`config.mk`:
```
export PLATFORM = sky130hd
export DESIGN_NAME = ram_b_access_ctrl
export DESIGN_NICKNAME = d
export VERILOG_FILES = /design/src/rtl/ram_b_access_ctrl.sv
export SDC_FILE = /design/constraint.sdc
export NUM_CORES = 1
export LEC_CHECK = 0
export ABC_CLOCK_PERIOD_IN_PS = 4080
export BUFFER_PORTS_ARGS = -buffer_cell sky130_fd_sc_hd__buf_2
export CORE_MARGIN = 2
export CORE_UTILIZATION = 45
export CTS_CLUSTER_DIAMETER = 40
export DETAILED_ROUTE_END_ITERATION = 6
export GPL_ROUTABILITY_DRIVEN = 0
export GPL_TIMING_DRIVEN = 1
export PLACE_DENSITY = 0.71
export SLEW_MARGIN = 10
export SYNTH_ARGS = -nofsm -noshare
export SYNTH_HDL_FRONTEND = slang
export SYNTH_SLANG_ARGS = --single-unit
```
`constraint.sdc`:
```
create_clock -name clka -period 4.08 [get_ports clka]
set_input_delay 0.816 -clock clka [delete_from_list [all_inputs] [get_ports clka]]
set_output_delay 0.816 -clock clka [all_outputs]
set_load 0.05 [all_outputs]
```
`src/rtl/ram_b_access_ctrl.sv`:
```
// Load/store front end for a byte-enabled, word-addressed RAM port with 1-cycle read latency.
// Byte/half/word requests are mapped onto one or two word accesses; load data is merged and extended.
module ram_b_access_ctrl #(
    parameter int ADDR_WIDTH = 6
) (
    input  logic                  clka,
    input  logic                  rst_n,
    input  logic                  req_valid,
    output logic                  req_ready,
    input  logic                  req_we,
    input  logic [ADDR_WIDTH+1:0] req_addr,
    input  logic [1:0]            req_size,
    input  logic                  req_unsigned,
    input  logic [31:0]           req_wdata,
    output logic                  rsp_valid,
    output logic [31:0]           rsp_rdata,
    output logic                  rsp_err,
    output logic [ADDR_WIDTH-1:0] ram_addr,
    output logic [31:0]           ram_din,
    output logic [3:0]            ram_we,
    input  logic [31:0]           ram_dout,
    output logic [2:0]            dbg_state
);

    // Handshake: a request transfers on the rising edge where req_valid && req_ready;
    // req_ready is high whenever the FSM is IDLE. rsp_valid is a one-cycle pulse, no backpressure.
    typedef enum logic [2:0] {
        IDLE = 3'd0,
        A0   = 3'd1,
        A1   = 3'd2,
        L0   = 3'd3,
        L1   = 3'd4
    } state_t;

    state_t                state_q;
    logic                  we_q;
    logic                  uns_q;
    logic                  split_q;
    logic [1:0]            off_q;
    logic [1:0]            size_q;
    logic [ADDR_WIDTH-1:0] w1_q;
    logic [3:0]            m1_q;
    logic [31:0]           d1_q;
    logic [31:0]           lo_q;
    logic [ADDR_WIDTH-1:0] ram_addr_q;
    logic [31:0]           ram_din_q;
    logic [3:0]            ram_we_q;
    logic                  rsp_valid_q;
    logic                  rsp_err_q;
    logic [31:0]           rsp_rdata_q;

    logic [3:0]            base_m;
    logic [7:0]            lane_m;
    logic [63:0]           wsh;
    logic [ADDR_WIDTH-1:0] w0;
    logic [ADDR_WIDTH-1:0] w1;

    assign w0 = req_addr[ADDR_WIDTH+1:2];
    assign w1 = w0 + {{(ADDR_WIDTH-1){1'b0}}, 1'b1};

    always_comb begin
        base_m = 4'b1111;
        case (req_size)
            2'd0:    base_m = 4'b0001;
            2'd1:    base_m = 4'b0011;
            default: base_m = 4'b1111;
        endcase
        lane_m = {4'b0000, base_m} << req_addr[1:0];
        wsh    = {32'b0, req_wdata} << {req_addr[1:0], 3'b000};
    end

    // x holds {word1, word0}; shift the addressed byte down to bit 0, then extend.
    function automatic logic [31:0] fmt(input logic [63:0] x, input logic [1:0] o,
                                        input logic [1:0] sz, input logic uns);
        logic [63:0] y;
        logic [31:0] r;
        y = x >> {o, 3'b000};
        case (sz)
            2'd0:    r = uns ? {24'b0, y[7:0]}  : {{24{y[7]}},  y[7:0]};
            2'd1:    r = uns ? {16'b0, y[15:0]} : {{16{y[15]}}, y[15:0]};
            default: r = y[31:0];
        endcase
        return r;
    endfunction

    always_ff @(posedge clka or negedge rst_n) begin
        if (!rst_n) begin
            state_q     <= IDLE;
            we_q        <= 1'b0;
            uns_q       <= 1'b0;
            split_q     <= 1'b0;
            off_q       <= 2'd0;
            size_q      <= 2'd0;
            w1_q        <= '0;
            m1_q        <= 4'b0;
            d1_q        <= 32'b0;
            lo_q        <= 32'b0;
            ram_addr_q  <= '0;
            ram_din_q   <= 32'b0;
            ram_we_q    <= 4'b0;
            rsp_valid_q <= 1'b0;
            rsp_err_q   <= 1'b0;
            rsp_rdata_q <= 32'b0;
        end else begin
            rsp_valid_q <= 1'b0;
            rsp_err_q   <= 1'b0;
            rsp_rdata_q <= 32'b0;
            case (state_q)
                IDLE: begin
                    if (req_valid) begin
                        we_q    <= req_we;
                        uns_q   <= req_unsigned;
                        off_q   <= req_addr[1:0];
                        size_q  <= req_size;
                        split_q <= |lane_m[7:4];
                        w1_q    <= w1;
                        m1_q    <= lane_m[7:4];
                        d1_q    <= wsh[63:32];
                        if (req_size == 2'd3) begin
                            rsp_valid_q <= 1'b1;
                            rsp_err_q   <= 1'b1;
                        end else begin
                            ram_addr_q <= w0;
                            ram_we_q   <= req_we ? lane_m[3:0] : 4'b0;
                            ram_din_q  <= req_we ? wsh[31:0]   : 32'b0;
                            state_q    <= A0;
                        end
                    end
                end
                A0: begin
                    if (split_q) begin
                        ram_addr_q <= w1_q;
                        ram_we_q   <= we_q ? m1_q : 4'b0;
                        ram_din_q  <= we_q ? d1_q : 32'b0;
                        state_q    <= A1;
                    end else begin
                        ram_we_q  <= 4'b0;
                        ram_din_q <= 32'b0;
                        if (we_q) begin
                            rsp_valid_q <= 1'b1;
                            state_q     <= IDLE;
                        end else begin
                            state_q <= L0;
                        end
                    end
                end
                A1: begin
                    ram_we_q  <= 4'b0;
                    ram_din_q <= 32'b0;
                    if (we_q) begin
                        rsp_valid_q <= 1'b1;
                        state_q     <= IDLE;
                    end else begin
                        lo_q    <= ram_dout;
                        state_q <= L1;
                    end
                end
                L0: begin
                    rsp_rdata_q <= fmt({32'b0, ram_dout}, off_q, size_q, uns_q);
                    rsp_valid_q <= 1'b1;
                    state_q     <= IDLE;
                end
                L1: begin
                    rsp_rdata_q <= fmt({ram_dout, lo_q}, off_q, size_q, uns_q);
                    rsp_valid_q <= 1'b1;
                    state_q     <= IDLE;
                end
                default: state_q <= IDLE;
            endcase
        end
    end

    assign req_ready = (state_q == IDLE);
    assign rsp_valid = rsp_valid_q;
    assign rsp_err   = rsp_err_q;
    assign rsp_rdata = rsp_rdata_q;
    assign ram_addr  = ram_addr_q;
    assign ram_din   = ram_din_q;
    assign ram_we    = ram_we_q;
    assign dbg_state = state_q;

endmodule

```
Word level (Yosys, flattened, before mapping):

Cells that the tools add are included.

* add/subtract/negate cells: 1
* $mul: 0
* div/mod/pow operators: 0
* magnitude comparators: 0
* eq/ne operators: 10
* shift operators: 4
* muxes and demuxes: 36
* bitwise logic cells: 1
* reduce and logical (&&, ||, !) cells: 12

Operator list (count)
* 32-bit 2-to-1 mux: 9
* 32-bit one-hot mux with 2 select lines: 3
* 32-bit one-hot mux with 3 select lines: 1
* 32-bit by 5-bit << shifter with 64-bit output: 1
* 64-bit by 5-bit right shift with 32-bit output: 1
* 32-bit by 5-bit right shift with 32-bit output: 1
* 4-bit 2-to-1 mux: 5
* 6-bit 2-to-1 mux: 3
* 4-bit one-hot mux with 3 select lines: 1
* 6-bit one-hot mux with 2 select lines: 1
* 3-bit 2-to-1 mux: 3
* 3-bit one-hot mux with 3 select lines: 1
* 4-bit one-hot mux with 2 select lines: 1
* 4-bit by 2-bit << shifter with 8-bit output: 1
* 6-bit by 1-bit adder with 6-bit output, second input constant: 1
* 3-bit by 2-bit == test with 1-bit output, second input constant: 2
* 2-bit != test, second input constant: 3
* 2-bit AND reduction: 3
* 1-bit 2-to-1 mux: 5
* 2-bit by 1-bit == test with 1-bit output, second input constant: 2
* 2-bit zero test: 2
* 2-bit 2-to-1 mux: 2
* 1-bit one-hot mux with 4 select lines: 1
* 4-bit AND reduction: 1
* 10 further kinds: 10

* bits in registers: 160
* bits in latches: 0
* RAM bits: 0
* bits in read-only memories: 0
* output and inout bits: 80
* logic and storage cells: 80
* memories kept: 0

Logic depth before layout (Yosys ltp):

Gate-level depths: netlist of the first run.

* depth in word-level cells: 7
* depth in mapped cells: 8
* depth with buffers taken out: 4

Worst setup path after synthesis of the first run:

No wires, ideal clock.

* path kind: reg-to-reg
* start: register state_q[0] (netlist: dbg_state[0])
* end: register d1_q[2]
* library setup time: 119 ps
* arrival time: 2378 ps
* required time: 3961 ps
* slack: 1583 ps
* stages on the path, launching flop included: 7
* path buffers: 2
* period minus slack after synthesis: 2497 ps
* cells stage by stage: dfrtp_1 buf_6 buf_6 nor3_2 nand2_1 a311o_1 o21a_1

* longest elaborated chain between the ends: 2

RTL lines
* start: declaration: line 35 `state_t state_q;`
* start signal: assignment: line 88 `state_q <= IDLE;`
* start signal: assignment: line 126 `state_q <= A0;`
* start signal: assignment: line 135 `state_q <= A1;`
* 3-bit zero test
* net req_ready: line 9 `output logic req_ready,`
* 2-bit AND reduction (no line)
* end signal: assignment: line 118 `d1_q <= wsh[63:32];`
* end: declaration: line 43 `logic [31:0] d1_q;`

The timed path passes the listed nets, and every way through them passes these cells.
A chain may end at the register's enable or synchronous reset.

Worst setup path in the final report of the first run:

* start: register state_q[0] (netlist: dbg_state[0])
* end: register rsp_rdata_q[22] (netlist: rsp_rdata[22])

* longest elaborated chain between the ends: 2
* elaborated cells between the ends (all ways): 3
* classes of those cells: eq/ne (2); mux (1)

RTL lines
* 3-bit == test / 3-bit by 2-bit == test with 1-bit output (equally long branches): line 108 `case (state_q)`
* 32-bit one-hot mux with 2 select lines *: line 108
* end signal: assignment: line 159 `rsp_rdata_q <= fmt({32'b0, ram_dout}, off_q, size_q, uns_q);`
* end signal: assignment: line 164 `rsp_rdata_q <= fmt({ram_dout, lo_q}, off_q, size_q, uns_q);`
* end: declaration: line 50 `logic [31:0] rsp_rdata_q;`

Every way passes the cells marked *; elsewhere a longest branch is shown, timed or not.

==> results.toml, run 1 <==
[power_and_ir_drop]
irDropWorstVdd_mv = 0.7916
power_mw = 8.020
powerDensity_nw_per_um2 = 846.9
leakage_nw = 4.583

[global_routing]
grt.overflow.total = 0
grt_pass1_vias = 6441
grt_max_degree = 86
antenna_found_initial = 0
grt.total_usage = 0.2328
grt_pass1_wl_um = 34120

[worst_hold_path]
hp-class = "input pin to async pin"

[detailed_routing]
vias = 6592
wl_per_cell_um = 19.16
dr_wl_met2_um = 10170
wl_met3_um = 1563
vias_per_cell = 5.875
routed_wl_um = 21500
highest_layer = "met4"
wl_met1_um = 9423
antenna_left = 0
drt_pass1_iterations = 5
drc = 0
drt_iter0_drc = 476

[sta]
rsz0062_at_grt = "false"
slew_violations = 0
setup_viol = 0
final.setup.tns_ns = 0
finalCritPeriodShare = 0.6473
finalClockSkew_ns = 0.009302
relSlewSlack = 0.2537
hold_violations = 0
fin_crit_ns = 2.641
fmax_mhz = 378.7
tightest_slew_ns = 1.120
hold_ws_ns = 0.4432

[worst_setup_path]
r2r_start = "dbg_state[0]"
worstSetupPathType = "flip-flop to flip-flop"
end_kind = "flip-flop"
crit_fanout = 16
crit_arrival_ns = 2.98
r2r_end = "rsp_rdata[22]"
reg2reg_slack_ns = 1.44
required_ns = 4.42
start_kind = "flip-flop"
r2r_cells = 4

[floorplan]
core.rowCount = 48
ios = 159
fp.coreArea_um2 = 17420
start_util = 0.4633
dieArea_um2 = 19020
die_h_um = 137.9
fp.dieW_um = 137.9

[flow_run]
maxCapViolCount = 0

[logic_synthesis]
synth_warnings = 0
yosys.area.top_type = "dfrtp_1"
synth_top_cells_by_area = "dfrtp_1 (47%), mux2i_1 (7.9%), mux2_2 (7.4%)"
synth_cells = 758
yosys.cell_types.count = 58
syn_nets = 838
async_flop_share = 1.000
ys_seq_area_frac = 0.4683
netlist.area_leader.share = 0.4683
ys.flop_type = "dfrtp_1"
synth_edf_count = 0
syn_area_um2 = 8069
ys_ff_latch = 151
syn_avg_cell_area_um2 = 10.65

[cells_and_area]
fin_cells = 1122
nNetsFinal = 964
drive_above_1_share = 0.3177
num_antenna_cells = 0
syn_to_final_growth_pct = 17.35

[clock_network]
clk_pin_slew_ns = 0.07
worstSkewPairLatency_ns = 0.43
cts_hold_buf = 0
cts_tree = "done"
cts-buffers-inserted = 17
cts_sinks = 151
cts_resized = 0
cts-root-buf = "clkbuf_16"
post_cts.repair.setup_buffers = 0
h-tree-depth = 4
cts.path.max_buffers = 2

[placement]
placed_cells = 1090
io_buffers = 158
dpl.hpwl_um = 14470

[outcome]
outcome = "finished clean"
[critical path: stages, from the launching register on]
cell     delay (ns)
dfrtp_1        0.62
nor3b_2        0.86
and2_1         0.71
a32oi_1        0.22
nand3_1        0.14
[logic make-up (layout without fill, tap and decap cells)]
kind of cell,after synthesis,after routing,synth area share
xor gates and xnor gates,5,5,0.005428
and+or+nand+nor,233,233,0.1361
adders and majority gates,1,1,0.001550
muxes,128,128,0.1827
DFF,151,151,0.4683
buffers and inverters,64,203,0.04559
AOI/OAI and AO/OA,176,176,0.1603
[per-layer routing]
layer,global-route usage,vias up
li1,-,3022
met1,0.3261,3273
met2,0.3658,271
met3,0.05117,26
met4,0.06519,0
met5,0,-
[cells in the mapped netlist, drive strengths merged, types with 11 or more instances]
master	n
a21oi	21
buf	38
clkbuf	23
o22ai	11
o31ai	14
nor2	23
mux2i	64
dfrtp	151
nand3	32
o2bb2ai	13
a32oi	11
mux2	54
o21ai	29
nand2	141
a22oi	22
[state kept, by name, summed over array words and instances, names as in the netlist, 3 cells and up]
signal     cells
ram_addr       6
m1_q           3
ram_din       32
lo_q          32
rsp_rdata     32
dbg_state      3
w1_q           6
ram_we         4
d1_q          24
[final cells by class]
type	count	area (µm²)
Inverter	3	11.26
Clock buffer	17	425.4
Sequential cell	151	3781
Fill cell	1575	7948
Tap cell	225	281.5
Clock inverter	15	160.2
Timing Repair Buffer	168	884.6
Multi-Input combinational cell	543	3925
[placed cells by master (no fill, tap or decap), types with 4 or more instances in the layout]
| cell | Yosys | routed |
|---|---|---|
| mux2i_1 | 64 | 64 |
| buf_4 | 10 | 9 |
| o2bb2ai_1 | 13 | 13 |
| nand3_1 | 32 | 32 |
| a211oi_1 | 6 | 6 |
| nor2_1 | 23 | 23 |
| a22o_1 | 8 | 8 |
| o21a_1 | 4 | 4 |
| a22oi_1 | 22 | 22 |
| mux4_2 | 10 | 10 |
| dfrtp_1 | 151 | 149 |
| a21o_1 | 8 | 8 |
| clkbuf_16 | 0 | 17 |
| a31oi_1 | 10 | 10 |
| a32oi_1 | 11 | 11 |
| o21ai_0 | 25 | 25 |
| nor2b_1 | 9 | 9 |
| nand2_1 | 141 | 140 |
| a32o_1 | 8 | 8 |
| o22ai_1 | 11 | 11 |
| and2_1 | 4 | 4 |
| o31ai_1 | 13 | 13 |
| nand2b_1 | 6 | 6 |
| buf_2 | 17 | 157 |
| a21oi_1 | 20 | 20 |
| mux2_2 | 53 | 53 |
| inv_6 | 0 | 5 |
[power breakdown]
part / switching, mW / internal, mW
sequential: 0.605 / 2.11
combinational: 2.39 / 1.34
clock: 0.717 / 0.866
[worst max-delay path by stage]
stage	start	slack (ns)	cells after the start	to
after floorplan	dbg_state[0]	1.58	6	d1_q[2]
after global placement	req_valid	1.41	7	ram_din[7]
after detailed placement	req_size[1]	1.38	7	ram_din[7]
after CTS	dbg_state[0]	1.50	4	rsp_rdata[22]
after global routing	dbg_state[0]	1.25	4	rsp_rdata[25]
final	dbg_state[0]	1.44	4	rsp_rdata[22]
[stage by stage]
step / instance area [µm²] / util / setup slack (ns)
floorplan: 8069 / - / 1.583
global placement: 8884 / 0.5101 / 1.409
detailed placement: 8884 / 0.5101 / 1.378
CTS: 9469 / 0.5437 / 1.500
global route: 9469 / 0.5437 / 1.255
finish: 9469 / 0.5437 / 1.439
No activity file was read; power rests on OpenSTA's default activity.
==> run 2, diff against run 1 <==
ABC_CLOCK_PERIOD_IN_PS = 2200   (was 4080)
PLACE_DENSITY = 0.74   (was 0.71)
clock period = 2.2 ns   (was 4.08 ns; I/O delays follow)
==> run 2 against run 1 <==
  * First-iteration DRC count rose by 30%
  * Combinational power rose by 100%
  * Critical path depth fell by 1
  * Power rose by 88%
  * Via count rose by 2.0%
  * Cell count rose by 2.7%
  * Register-to-register slack got worse by 1.2 ns
  * Clock power rose by 76%
  * Wire length rose by 0.67%
==> results.toml, run 2 (synthesis gave the netlist of run 1 again) <==
[outcome]
outcome = "finished clean"

[power_and_ir_drop]
p_comb_frac = 0.498
p_seq_frac = 0.318
powerDensity_nw_per_um2 = 1549
p_int_mw = 8.142
pwr-share-clk = 0.184
irDropWorstVdd_mv = 1.003
swShare = 0.4599
leakage_nw = 4.742
power.switching_mw = 6.934

[clock_network]
clk_pin_slew_ns = 0.07
cts-buffers-inserted = 17
h-tree-depth = 4
cts_tree = "done"
cts.path.max_buffers = 2
worstSkewPairLatency_ns = 0.43
cts-root-buf = "clkbuf_16"
cts_sinks = 151

[placement]
placed_cells = 1119
dpl_cell_area_um2 = 9170
io_buffers = 158
dpl.hpwl_um = 15310

[sta]
finalClockSkew_ns = 0.01093
relSlewSlack = 0.4868
fin_crit_ns = 2.093
tightest_slew_ns = 0.7675
hold_violations = 0
fmax_mhz = 477.8
slew_violations = 0
finalCritPeriodShare = 0.9514
final.setup.tns_ns = 0
setup_viol = 0
rsz0062_at_grt = "false"

[detailed_routing]
drt_pass1_iterations = 5
drc = 0
vias_per_cell = 5.839
vias = 6726
highest_layer = "met4"
wl_per_cell_um = 18.79
wl_met3_um = 1714
antenna_left = 0
dr_wl_met2_um = 10020
drt_iter0_drc = 620
wl_met1_um = 9472
routed_wl_um = 21650

[global_routing]
grt.overflow.total = 0
grt_max_degree = 48
antenna_found_initial = 0
grt.total_usage = 0.2347
grt_pass1_vias = 6634
grt_pass1_wl_um = 34450

[cells_and_area]
syn_to_final_growth_pct = 20.64
fin_cells = 1152
final_common_cell = "buf_2"
fin_area_um2 = 9734
multi_input_area_um2 = 3931
nNetsFinal = 994
drive_above_1_share = 0.3376
final_cell_mix = "buf_2 (157), dfrtp_1 (149), nand2_1 (140)"
layout.area.seq_um2 = 3781
fillers = 1485
num_antenna_cells = 0

[worst_setup_path]
crit_arrival_ns = 1.65
worstSetupPathType = "flip-flop to output pin"
end_kind = "output pin"
crit_start = "dbg_state[1]"
crit_fanout = 7
start_kind = "flip-flop"
required_ns = 1.76
r2r_start = "dbg_state[0]"

[floorplan]
die_h_um = 137.9
core.rowCount = 48
fp.coreArea_um2 = 17420
fp.dieW_um = 137.9
ios = 159
dieArea_um2 = 19020
start_util = 0.4633

[flow_run]
maxCapViolCount = 0

[worst_hold_path]
hp-class = "input pin to flip-flop"
min_from = "req_addr[2]"
-- run 2: path summary, 6_finish.rpt --
kind	end	slack (ns)	cells past startpoint
max in group asynchronous	rsp_valid	1.07	3
hold / removal	w1_q[0]	0.24	2
setup / recovery	req_ready	0.11	3
min in group asynchronous	lo_q[1]	0.53	2
setup reg to reg	rsp_rdata[25]	0.20	5
hold reg to reg	d1_q[14]	0.47	2
-- run 2: power groups by stage --
stage | clock [mW] | sequential [mW] | combinational [mW]
after floorplan | 0 | 6.28 | 4.14
after global placement | 0 | 4.79 | 7.33
after detailed placement | 0 | 4.82 | 7.47
after CTS | 2.81 | 4.79 | 7.50
after global routing | 2.95 | 4.94 | 8.06
final | 2.78 | 4.79 | 7.50
-- run 2: worst max-delay path: stages, from the launching register on --
cell	delay (ns)
dfrtp_1	0.50
buf_4	0.24
nor3_4	0.18
buf_2	0.30
-- run 2: metal layers --
layer | GRT usage | vias up
met1 | 0.3279 | 3265
met4 | 0.06973 | 0
met2 | 0.3680 | 339
li1 | - | 3082
met5 | 0 | -
met3 | 0.05117 | 40
-- run 2: per-stage QoR --
step / setup WS, ns / power (mW) / hold WS (ns) / util
6_report: 0.1069 / 15.08 / 0.2440 / 0.5589
3_5_place_dp: 0.2414 / 12.29 / 0.4039 / 0.5265
5_1_grt: 0.01392 / 15.95 / 0.2520 / 0.5589
3_3_place_gp: 0.3018 / 12.13 / 0.4023 / 0.5265
2_1_floorplan: 0.02891 / 10.42 / 0.1444 / -
4_1_cts: 0.08212 / 15.10 / 0.2293 / 0.5589
-- run 2: final cells by class --
cell class              instances  area share
multi-input cells             543      0.4039
flip-flops and latches        151      0.3884
repair buffers                198      0.1207
clock buffers                  19     0.04550
well taps                     225     0.02892
clock inverters                13     0.01144
inverters                       3    0.001157
-- run 2: repair_timing --
| item | 4_1_cts | 5_1_grt |
|---|---|---|
| hold buffers | 1 | 0 |
| hold endpoints to repair | 43 | 0 |
| setup endpoints to repair | 0 | 0 |
| setup buffers | 0 | 0 |
| gates resized for setup | 0 | 0 |
